[config.mk]
export PLATFORM = sky130hd
export DESIGN_NAME = vco_log_arbiter
export DESIGN_NICKNAME = d
export VERILOG_FILES = /design/src/rtl/vco_log_arbiter.sv
export SDC_FILE = /design/constraint.sdc
export NUM_CORES = 1
export LEC_CHECK = 0
export CAP_MARGIN = 10
export CORE_UTILIZATION = 34
export CTS_CLUSTER_SIZE = 30
export DETAILED_ROUTE_END_ITERATION = 12
export HOLD_SLACK_MARGIN = 0.12
export MAX_ROUTING_LAYER = met4
export PLACE_DENSITY_LB_ADDON = 0.3
export SYNTH_ARGS = -nofsm -noshare
export SYNTH_HDL_FRONTEND = slang
export SYNTH_SLANG_ARGS = --single-unit
[constraint.sdc]
create_clock -name clk -period 3 [get_ports clk]
set_input_delay 0.9 -clock clk [delete_from_list [all_inputs] [get_ports clk]]
set_output_delay 0.9 -clock clk [all_outputs]
set_load 0.03 [all_outputs]
[src/rtl/vco_log_arbiter.sv]
// Round-robin arbiter sharing one natural_log unit between NUM_CH VCO voices.
// Grants one voice per cycle and returns each result tagged with its channel id.
module vco_log_arbiter #(
   parameter int NUM_CH      = 4,
   parameter int LOG_LATENCY = 2,
   localparam int CH_W       = (NUM_CH > 1) ? $clog2(NUM_CH) : 1
) (
   input  logic                 clk,
   input  logic                 I_RSTn,
   input  logic [NUM_CH-1:0]    req,
   input  logic [NUM_CH*24-1:0] req_data,
   output logic [NUM_CH-1:0]    ack,
   output logic [23:0]          log_in,
   input  logic [11:0]          log_out,
   output logic                 rsp_valid,
   output logic [CH_W-1:0]      rsp_ch,
   output logic [11:0]          rsp_data
);

   logic [CH_W-1:0]   ptr_r;
   logic [CH_W-1:0]   ptr_nxt_s;
   logic [CH_W:0]     scan_sum_s;
   logic [CH_W:0]     scan_s;
   logic              found_s;
   logic [CH_W-1:0]   grant_idx_s;
   logic [NUM_CH-1:0] grant_s;
   logic [23:0]       grant_data_s;
   logic [23:0]       log_in_r;
   logic              tag_vld_r [0:LOG_LATENCY];
   logic [CH_W-1:0]   tag_ch_r  [0:LOG_LATENCY];
   logic              rsp_valid_r;
   logic [CH_W-1:0]   rsp_ch_r;
   logic [11:0]       rsp_data_r;

   // Rotating-priority scan starting at ptr; first requester found wins.
   always_comb begin
      found_s      = 1'b0;
      grant_idx_s  = '0;
      grant_s      = '0;
      grant_data_s = 24'h000000;
      scan_sum_s   = '0;
      scan_s       = '0;
      for (int i = 0; i < NUM_CH; i++) begin
         scan_sum_s = {1'b0, ptr_r} + (CH_W+1)'(i);
         scan_s     = (scan_sum_s >= (CH_W+1)'(NUM_CH)) ? scan_sum_s - (CH_W+1)'(NUM_CH) : scan_sum_s;
         if (!found_s && req[scan_s[CH_W-1:0]]) begin
            found_s     = 1'b1;
            grant_idx_s = scan_s[CH_W-1:0];
         end else begin
            found_s     = found_s;
         end
      end
      if (found_s) begin
         grant_s[grant_idx_s] = 1'b1;
         grant_data_s         = req_data[24*int'(grant_idx_s) +: 24];
      end else begin
         grant_s              = '0;
      end
   end

   // Pointer advances past the winner, wrapping at the last channel.
   always_comb begin
      ptr_nxt_s = '0;
      if (grant_idx_s == CH_W'(NUM_CH-1)) begin
         ptr_nxt_s = '0;
      end else begin
         ptr_nxt_s = grant_idx_s + CH_W'(1);
      end
   end

   // Grant is suppressed while reset is held so no voice sees a phantom transfer.
   always_comb begin
      ack = '0;
      if (I_RSTn) begin
         ack = grant_s;
      end else begin
         ack = '0;
      end
   end

   // Pointer and shared operand register update only on a grant.
   always_ff @(posedge clk or negedge I_RSTn) begin
      if (!I_RSTn) begin
         ptr_r    <= '0;
         log_in_r <= 24'h000000;
      end else if (found_s) begin
         ptr_r    <= ptr_nxt_s;
         log_in_r <= grant_data_s;
      end
   end

   // Channel tags travel alongside the log unit's latency so results can be labelled.
   always_ff @(posedge clk or negedge I_RSTn) begin
      if (!I_RSTn) begin
         for (int j = 0; j <= LOG_LATENCY; j++) begin
            tag_vld_r[j] <= 1'b0;
            tag_ch_r[j]  <= '0;
         end
      end else begin
         tag_vld_r[0] <= found_s;
         tag_ch_r[0]  <= grant_idx_s;
         for (int j = 1; j <= LOG_LATENCY; j++) begin
            tag_vld_r[j] <= tag_vld_r[j-1];
            tag_ch_r[j]  <= tag_ch_r[j-1];
         end
      end
   end

   // Response capture; channel and data hold between pulses.
   always_ff @(posedge clk or negedge I_RSTn) begin
      if (!I_RSTn) begin
         rsp_valid_r <= 1'b0;
         rsp_ch_r    <= '0;
         rsp_data_r  <= 12'h000;
      end else begin
         rsp_valid_r <= tag_vld_r[LOG_LATENCY];
         if (tag_vld_r[LOG_LATENCY]) begin
            rsp_ch_r   <= tag_ch_r[LOG_LATENCY];
            rsp_data_r <= log_out;
         end
      end
   end

   assign log_in    = log_in_r;
   assign rsp_valid = rsp_valid_r;
   assign rsp_ch    = rsp_ch_r;
   assign rsp_data  = rsp_data_r;

endmodule
==> flow_metrics.tcl, run 1 <==
set metrics [dict create \
    ys_seq_area_share_pct 48.3 \
    fp-row-count 31 \
    clock.fmax_mhz 339 \
    initial_utilization_pct 35.4 \
    dieArea_um2 7980 \
    crit_path_end_kind "primary output" \
    root_buffer "clkbuf_8" \
    fin_tns_setup_ns 0 \
    r2r_setup_slack_ns 0.91 \
    grt_pass1_vias 2645 \
    crit_type "in2out" \
    gp_congestion 0.789 \
    synth_warnings 0 \
    run_status "finished clean" \
    grt_overflow_total 0 \
    leakagePower_uw 0.00184 \
    ys_async_sr_fraction_pct 100 \
    slew_headroom_pct 28.0 \
    maxSlewViolCount 0 \
    drive_gt1_share_pct 16.2 \
    cts_buffers 5 \
    antenna_found_initial 0 \
    hold_viol 0 \
    synthMostInstantiatedCell "nand2_1" \
    syn_to_final_growth_pct 72.2 \
    syn_inst 265 \
    fin_crit_sh_pct 98.4 \
    clk_pin_slew_ns 0.08 \
    cts_sinks 50 \
    top_layer "met4" \
    arrival_ns 2.05 \
    cp.required_ns 2.10 \
    cts_buffer_depth 2 \
    vias 2708 \
    timing.hold.ws_ns 0.353 \
    fp.dieH_um 89.3 \
    coreArea_um2 7330 \
    io_pins 157 \
    grt_pass1_wl_um 12600 \
    drc 0 \
    vias_per_cell 5.11 \
    postRouteAntennaNets 0 \
    synth_top_cell_by_area "dfrtp_1" \
    drv_cap 0 \
    wl_met3_um 397 \
    fin_skew_ns 0.00959 \
    finalNonFillerCells 530 \
    irDropWorstVdd_uv 504 \
    wl_per_cell_um 15.4 \
    wl_met1_um 3460 \
    grt_usage_pct 21.5 \
    syn-cell-area_um2 2590 \
    startpoint_type "input port" \
    ctsHtreeMaxLevel 2 \
    num_antenna_cells 0 \
    synth.distinct_cells 29 \
    worstSkewPairLatency_ns 0.29 \
    cts_tree "yes" \
    syn_nets 380 \
    setup_viol 0 \
    worst_pin_slew_ns 1.08 \
    placedCellCount 520 \
    drtPass1Iterations 4 \
    routed-wl-met2_um 4240 \
    avgSynthCellArea_um2 9.78 \
    io_buffers 156 \
    min_period_ns 2.95 \
    critPathMaxFanout 4 \
    rsz0062_at_grt "true" \
    nets 546 \
    drtIter0Drc 76 \
    yosys.area.top_type_share_pct 48.3 \
    synth_seq_cells 50 \
    hold_path_class "reg2reg" \
    dp_hpwl_um 6090 \
    ys_top_cells_by_count "nand2_1, dfrtp_1, nor2_1" \
    synth_flop_cell "dfrtp_1" \
    grt_max_degree 50 \
    synth_edf_count 0 \
    die_w_um 89.3 \
    synthTopCellsByArea "dfrtp_1, a221oi_1, a311oi_1" \
    wirelength_um 8180 \
    power_density_nw_per_um2 763 \
]
[placed cells by master, fill, tap and decap left out, drive strengths merged]
master / count
and2: 24
mux2: 15
a311oi: 24
nand2: 51
or2: 1
inv: 7
o31a: 1
clkinv: 1
a221oi: 24
o22ai: 1
ha: 1
clkdlybuf4s50: 147
or3: 1
o21ai: 1
nand3: 1
o31ai: 1
dfrtp: 50
nand2b: 2
nor2b: 2
clkbuf: 6
nor4: 1
a21o: 2
nor2: 30
and3: 2
a21oi: 2
buf: 32
and4: 1
[final timing paths]
path | from | endpoint | depth (start not counted)
hold / removal | tag_vld_r[1]$_DFF_PN0_ | tag_vld_r[0]$_DFF_PN0_ | 0
hold reg to reg | tag_vld_r[1]$_DFF_PN0_ | tag_vld_r[0]$_DFF_PN0_ | 0
min in group asynchronous | I_RSTn | log_in[2]$_DFFE_PN0N_ | 1
setup reg to reg | ptr_r[0]$_DFFE_PN0N_ | log_in[12]$_DFFE_PN0N_ | 4
setup / recovery | req[3] | ack[1] | 8
max in group asynchronous | I_RSTn | rsp_data[2]$_DFFE_PN0P_ | 2
[state kept, by name, summed over array words and instances, names as in the netlist]
name,cells
log_in,24
tag_ch_r,6
rsp_ch,2
rsp_data,12
ptr_r,2
rsp_valid,1
tag_vld_r,3
[critical path, cell delays in order]
cell    delay [ns]
buf_2         0.13
or2_4         0.24
and4_4        0.18
nor2_4        0.09
inv_2         0.05
buf_4         0.12
and3_1        0.17
buf_4         0.17
[kinds of logic (layout without fill, tap and decap cells)]
logic type      after synthesis  count (layout)  synth area share (%)
buf+inv                      27             193                  5.12
simple gates                116             116                  20.9
mux                          15              15                  6.52
flops                        50              50                  48.3
compound gates               56              56                  18.7
fa+ha+maj                     1               1                 0.483
[what timing repair did]
| item | 4_1_cts | 5_1_grt |
|---|---|---|
| gates resized for setup | 23 | 6 |
| cloned | 0 | 0 |
| endpoints found under the setup margin | 4 | 4 |
| pin swaps | 3 | 3 |
| hold buffers | 0 | 0 |
| buffers inserted | 3 | 0 |
[metrics by stage]
| step | worst slack [ns] | area, um^2 | util (%) | total power (uW) |
|---|---|---|---|---|
| 6_report | 0.0492 | 4470 | 60.9 | 3410 |
| 2_1_floorplan | -0.0537 | 2600 | - | 2190 |
| 3_3_place_gp | -0.364 | 4330 | 59.0 | 2980 |
| 4_1_cts | 0.0115 | 4460 | 60.8 | 3430 |
| 5_1_grt | -0.00283 | 4470 | 60.9 | 3620 |
| 3_5_place_dp | -0.403 | 4330 | 59.0 | 3020 |
[power by group]
part           internal (uW)  leakage (uW)  switching (uW)
Sequential               914      0.000572             158
Clock                    161     0.0000444             205
Combinational            863       0.00122            1110
Total                   1940       0.00184            1470
[cell type report]
class	instances	area, um^2
repair buffers	180	1720
fillers	619	2870
inverters	6	22.5
well taps	99	124
flip-flops and latches	50	1250
clock inverters	2	13.8
multi-input cells	188	1260
clock buffers	5	68.8
[layer usage]
layer  vias to the layer above  GRT usage, %
li1                       1286             -
met1                      1304          26.9
met2                       109          36.8
met3                         9          3.51
met4                         0          4.47
met5                         -             -
Note: power is estimated with default switching activity, not from simulation.
==> run 2: changes to the inputs <==
--- a/config.mk
+++ b/config.mk
@@ -6,9 +6,11 @@
 export NUM_CORES = 1
 export LEC_CHECK = 0
 export CAP_MARGIN = 10
-export CORE_UTILIZATION = 34
+export CORE_UTILIZATION = 55
+export CTS_CLUSTER_DIAMETER = 30
 export CTS_CLUSTER_SIZE = 30
 export DETAILED_ROUTE_END_ITERATION = 12
+export DONT_BUFFER_PORTS = 1
 export HOLD_SLACK_MARGIN = 0.12
 export MAX_ROUTING_LAYER = met4
 export PLACE_DENSITY_LB_ADDON = 0.3
==> run 2 against run 1 <==
Effect of this change:
- the flow now finishes with violations (DRC)
- design area down 37%
- total power decreased by 13%
- critical path depth decreased by 2
- die area is 37% lower
- clock skew down 0.0030 ns
- sequential share of layout area rose by 17 points
- critical endpoint is now ack[2]
- largest power group is now sequential cells
==> flow_metrics.tcl, run 2 (synthesis results as in run 1) <==
set metrics [dict create \
    hold_viol 0 \
    drtIter0Drc 167 \
    wirelength_um 6310 \
    hold_path_class "in2async" \
    maxSlewViolCount 0 \
    dieArea_um2 4990 \
    cts_buffer_depth 2 \
    dp_hpwl_um 4510 \
    fin_ws_ns 0.108 \
    drv_cap 0 \
    run_status "complete, but fails checks" \
    setup_viol 0 \
    syn_to_final_growth_pct 7.96 \
    cts_buffers 5 \
    gp_congestion 0.771 \
    power_density_nw_per_um2 1060 \
    final_cell_mix "nand2_1, dfrtp_1, nor2_1" \
    final_area_um2 2800 \
    vias 2114 \
    initial_utilization_pct 58.3 \
    clock.fmax_mhz 346 \
    drive_gt1_share_pct 17.0 \
    coreArea_um2 4440 \
    clk_pin_slew_ns 0.09 \
    fin_crit_sh_pct 96.4 \
    wl_per_cell_um 19.9 \
    postRouteAntennaNets 0 \
    vias_per_cell 6.67 \
    crit_path_end_kind "primary output" \
    post-place-ws_ns 0.107 \
    drc 20 \
    drtPass1Iterations 8 \
    fp.dieH_um 70.7 \
    cp.required_ns 2.10 \
    crit_type "in2out" \
    cts_tree "yes" \
    nets 379 \
    die_w_um 70.7 \
    final_util_pct 63.0 \
    antenna_found_initial 0 \
    fp-row-count 24 \
    ctsResizeCount 0 \
    cts_setup_buffers 0 \
    cts_hold_buf 0 \
    layout_commonest_cell "nand2_1" \
    seq_area_um2 1250 \
    min_period_ns 2.89 \
    root_buffer "clkbuf_8" \
    violations "DRC" \
    timing.hold.ws_ns 0.283 \
    rsz0062_at_grt "false" \
    worstSkewPairLatency_ns 0.30 \
    placedCellCount 309 \
    slew_headroom_pct 33.5 \
    grt_pass1_vias 2040 \
    ctsHtreeMaxLevel 2 \
    finalNonFillerCells 317 \
    io_buffers 0 \
    io_pins 157 \
    arrival_ns 1.99 \
    leakagePower_uw 0.00117 \
    critPathMaxFanout 6 \
    startpoint_type "input port" \
    irDropWorstVdd_uv 535 \
    largest_reg_flops 24 \
    postPlaceCellArea_um2 2660 \
    fillers 379 \
    fin_skew_ns 0.00663 \
    num_antenna_cells 0 \
    grt_usage_pct 26.3 \
    grt_overflow_total 0 \
    cts_sinks 50 \
    grt_max_degree 54 \
    grt_pass1_wl_um 9940 \
    r2r_setup_slack_ns 1.02 \
    worst_pin_slew_ns 0.997 \
    multi_input_area_um2 1220 \
]
run 2: cell count changes in the layout (fill, tap and decap cells not counted), moves of 2 or more:
cell	previous run	this run
nor2_1	26	28
nor2_2	3	1
buf_6	4	0
clkdlybuf4s50_1	147	0
bufinv_16	0	2
nor2b_4	2	0
buf_2	3	0
buf_4	25	13
run 2: critical path: stages:
cell and delay, ns:
or2_1 0.30, or3_1 0.37, nand2_1 0.09, a21o_1 0.11
nor2_1 0.04, buf_4 0.17
run 2: per-layer routing:
metal	share of wire, %	global-route usage (%)
met5	0	-
met2	50	43.7
met1	40	31.6
met3	9.0	7.41
met4	0.76	7.11
run 2: metrics by stage:
| stage | power [uW] | setup TNS [ns] |
|---|---|---|
| final | 2970 | 0 |
| after global routing | 3130 | 0 |
| after CTS | 2980 | 0 |
| after detailed placement | 2420 | 0 |
| after global placement | 2400 | 0 |
| after floorplan | 2190 | -0.0537 |
run 2: final timing paths:
check	to	cells after the start	startpoint
worst max-delay path	ack[2]	6	req[3]
worst min-delay path	rsp_data[11]$_DFFE_PN0P_	0	I_RSTn
worst max register to register	log_in[21]$_DFFE_PN0N_	4	ptr_r[1]$_DFFE_PN0N_
worst min register to register	tag_vld_r[0]$_DFF_PN0_	0	tag_vld_r[1]$_DFF_PN0_
max in group asynchronous	log_in[14]$_DFFE_PN0N_	0	I_RSTn
min in group clk	tag_vld_r[0]$_DFF_PN0_	0	tag_vld_r[1]$_DFF_PN0_
run 2: layout make-up:
cell class              instances  share of cell area, %
clock buffers                   5                   2.46
clock inverters                 3                   2.46
inverters                       6                  0.805
multi-input cells             188                   43.8
flip-flops and latches         50                   44.7
well taps                      52                   2.32
repair buffers                 13                   3.49
run 2: where the power goes:
group          switching (uW)  internal, uW
combinational             558           373
clock                     225           334
sequential                568           909
total                    1350          1620
==> run 3: changes to the inputs <==
--- a/config.mk
+++ b/config.mk
@@ -13,7 +13,7 @@
 export DONT_BUFFER_PORTS = 1
 export HOLD_SLACK_MARGIN = 0.12
 export MAX_ROUTING_LAYER = met4
-export PLACE_DENSITY_LB_ADDON = 0.3
+export PLACE_DENSITY = 0.81
 export SYNTH_ARGS = -nofsm -noshare
 export SYNTH_HDL_FRONTEND = slang
 export SYNTH_SLANG_ARGS = --single-unit
==> run 3 against run 2 <==
Effect of this change:
- the flow still finishes with violations (DRC)
- clock skew decreased by 0.0025 ns
- die area is the same
- non-clock buffer count unchanged
- global-route usage fell by 0.60 points
- register-to-register slack about the same
- sequential share of layout area is the same
- final cell count is the same
- worst setup slack improved by 0.029 ns
- wire length down 0.78%
- clock-buffer cell count did not move
- worst hold slack better by 0.0045 ns
- total power increased by 0.29%
- largest cell class unchanged
==> flow_metrics.tcl, run 3 (synthesis results as in run 1) <==
set metrics [dict create \
    grt_usage_pct 25.7 \
    crit_path_end_kind "primary output" \
    ctsHtreeMaxLevel 2 \
    drtPass1Iterations 11 \
    fp.dieH_um 70.7 \
    io_buffers 0 \
    fin_skew_ns 0.00415 \
    drv_cap 0 \
    dp_hpwl_um 4510 \
    wirelength_um 6260 \
    clkPwrFrac_pct 18.6 \
    crit_chain "or2_1 > or3_1 > nand2_1 > a21o_1 > nor2_1 > buf_4" \
    r2r_setup_slack_ns 1.01 \
    slowest_delay_ns 0.37 \
    hold_viol 0 \
    fillers 371 \
    num_antenna_cells 0 \
    power_density_nw_per_um2 1060 \
    multi_input_area_um2 1220 \
    postRouteAntennaNets 0 \
    root_buffer "clkbuf_8" \
    layout_commonest_cell "nand2_1" \
    clock.fmax_mhz 349 \
    cts_hold_buf 0 \
    maxSlewViolCount 0 \
    gp_congestion 0.782 \
    coreArea_um2 4440 \
    run_status "complete, but fails checks" \
    drive_gt1_share_pct 17.0 \
    final_util_pct 63.0 \
    startpoint_type "input port" \
    drc 22 \
    ctsResizeCount 0 \
    combPwrFrac_pct 31.8 \
    seqPwrFrac_pct 49.6 \
    grt_pass1_vias 2197 \
    cts_tree "yes" \
    final_area_um2 2800 \
    final_cell_mix "nand2_1, dfrtp_1, nor2_1" \
    initial_utilization_pct 58.3 \
    die_w_um 70.7 \
    min_period_ns 2.86 \
    syn_to_final_growth_pct 7.96 \
    io_pins 157 \
    arrival_ns 1.96 \
    fin_crit_sh_pct 95.4 \
    drtIter0Drc 150 \
    crit_family "simple AND/OR/NAND/NOR gates" \
    irDropWorstVdd_uv 709 \
    crit_type "in2out" \
    placedCellCount 309 \
    fp-row-count 24 \
    postPlaceCellArea_um2 2660 \
    cts_sinks 50 \
    vias_per_cell 6.87 \
    slew_headroom_pct 60.1 \
    fin_total_pwr_uw 2980 \
    switching_share_pct 45.5 \
    antenna_found_initial 0 \
    worst_pin_slew_ns 0.599 \
    grt_max_degree 54 \
    cp.required_ns 2.10 \
    vias 2178 \
    grt_pass1_wl_um 9910 \
    cts_buffer_depth 2 \
    cts_buffers 5 \
    largest_reg_flops 24 \
    nets 379 \
    cts_setup_buffers 0 \
    worstSkewPairLatency_ns 0.29 \
    dieArea_um2 4990 \
    hold_path_class "in2async" \
    violations "DRC" \
    seq_area_um2 1250 \
    grt_overflow_total 0 \
    leakagePower_uw 0.00117 \
    clk_pin_slew_ns 0.09 \
    wl_per_cell_um 19.7 \
    p_switching_uw 1350 \
    intPower_uw 1620 \
    finalNonFillerCells 317 \
    critPathMaxFanout 5 \
    rsz0062_at_grt "false" \
    setup_viol 0 \
    fin_tns_setup_ns 0 \
    crit_buf_inv 1 \
    crit_path_top_delay_cell "or3_1" \
]
-- run 3: cell counts in the layout (fill, tap and decap cells not counted) --
Identical to the previous run, type by type.
-- run 3: final cells by class --
cell class / count / share of cell area, %
inverters: 6 / 0.805
multi-input cells: 188 / 43.8
flip-flops and latches: 50 / 44.7
clock buffers: 5 / 2.46
clock inverters: 3 / 2.46
well taps: 52 / 2.32
repair buffers: 13 / 3.49
-- run 3: per-layer routing --
metal	up-vias	routed length, um	global-route usage, %
met3	14	606	5.84
met2	145	3180	45.5
met5	-	0	-
met4	0	99	8.22
li1	952	-	-
met1	1067	2370	28.8
-- run 3: metrics by stage --
stage	worst slack, ns	hold slack [ns]
floorplan	-0.0537	0.331
global placement	0.159	0.331
detailed placement	0.142	0.336
CTS	0.141	0.277
global route	0.0448	0.269
finish	0.137	0.288
-- run 3: power groups by stage --
stage / Sequential, uW / Combinational (uW) / Clock (uW)
finish: 1480 / 945 / 554
CTS: 1480 / 934 / 565
floorplan: 1420 / 776 / 0
detailed placement: 1490 / 934 / 0
global route: 1500 / 1040 / 587
global placement: 1480 / 908 / 0
-- run 3: worst paths after layout --
| check | from | endpoint | depth (start not counted) |
|---|---|---|---|
| min in group clk | tag_vld_r[1]$_DFF_PN0_ | tag_vld_r[0]$_DFF_PN0_ | 0 |
| max | req[3] | ack[2] | 6 |
| max in group asynchronous | I_RSTn | tag_vld_r[2]$_DFF_PN0_ | 0 |
| max reg2reg | ptr_r[0]$_DFFE_PN0N_ | log_in[0]$_DFFE_PN0N_ | 6 |
| min | I_RSTn | log_in[10]$_DFFE_PN0N_ | 0 |
| min reg2reg | tag_vld_r[1]$_DFF_PN0_ | tag_vld_r[0]$_DFF_PN0_ | 0 |
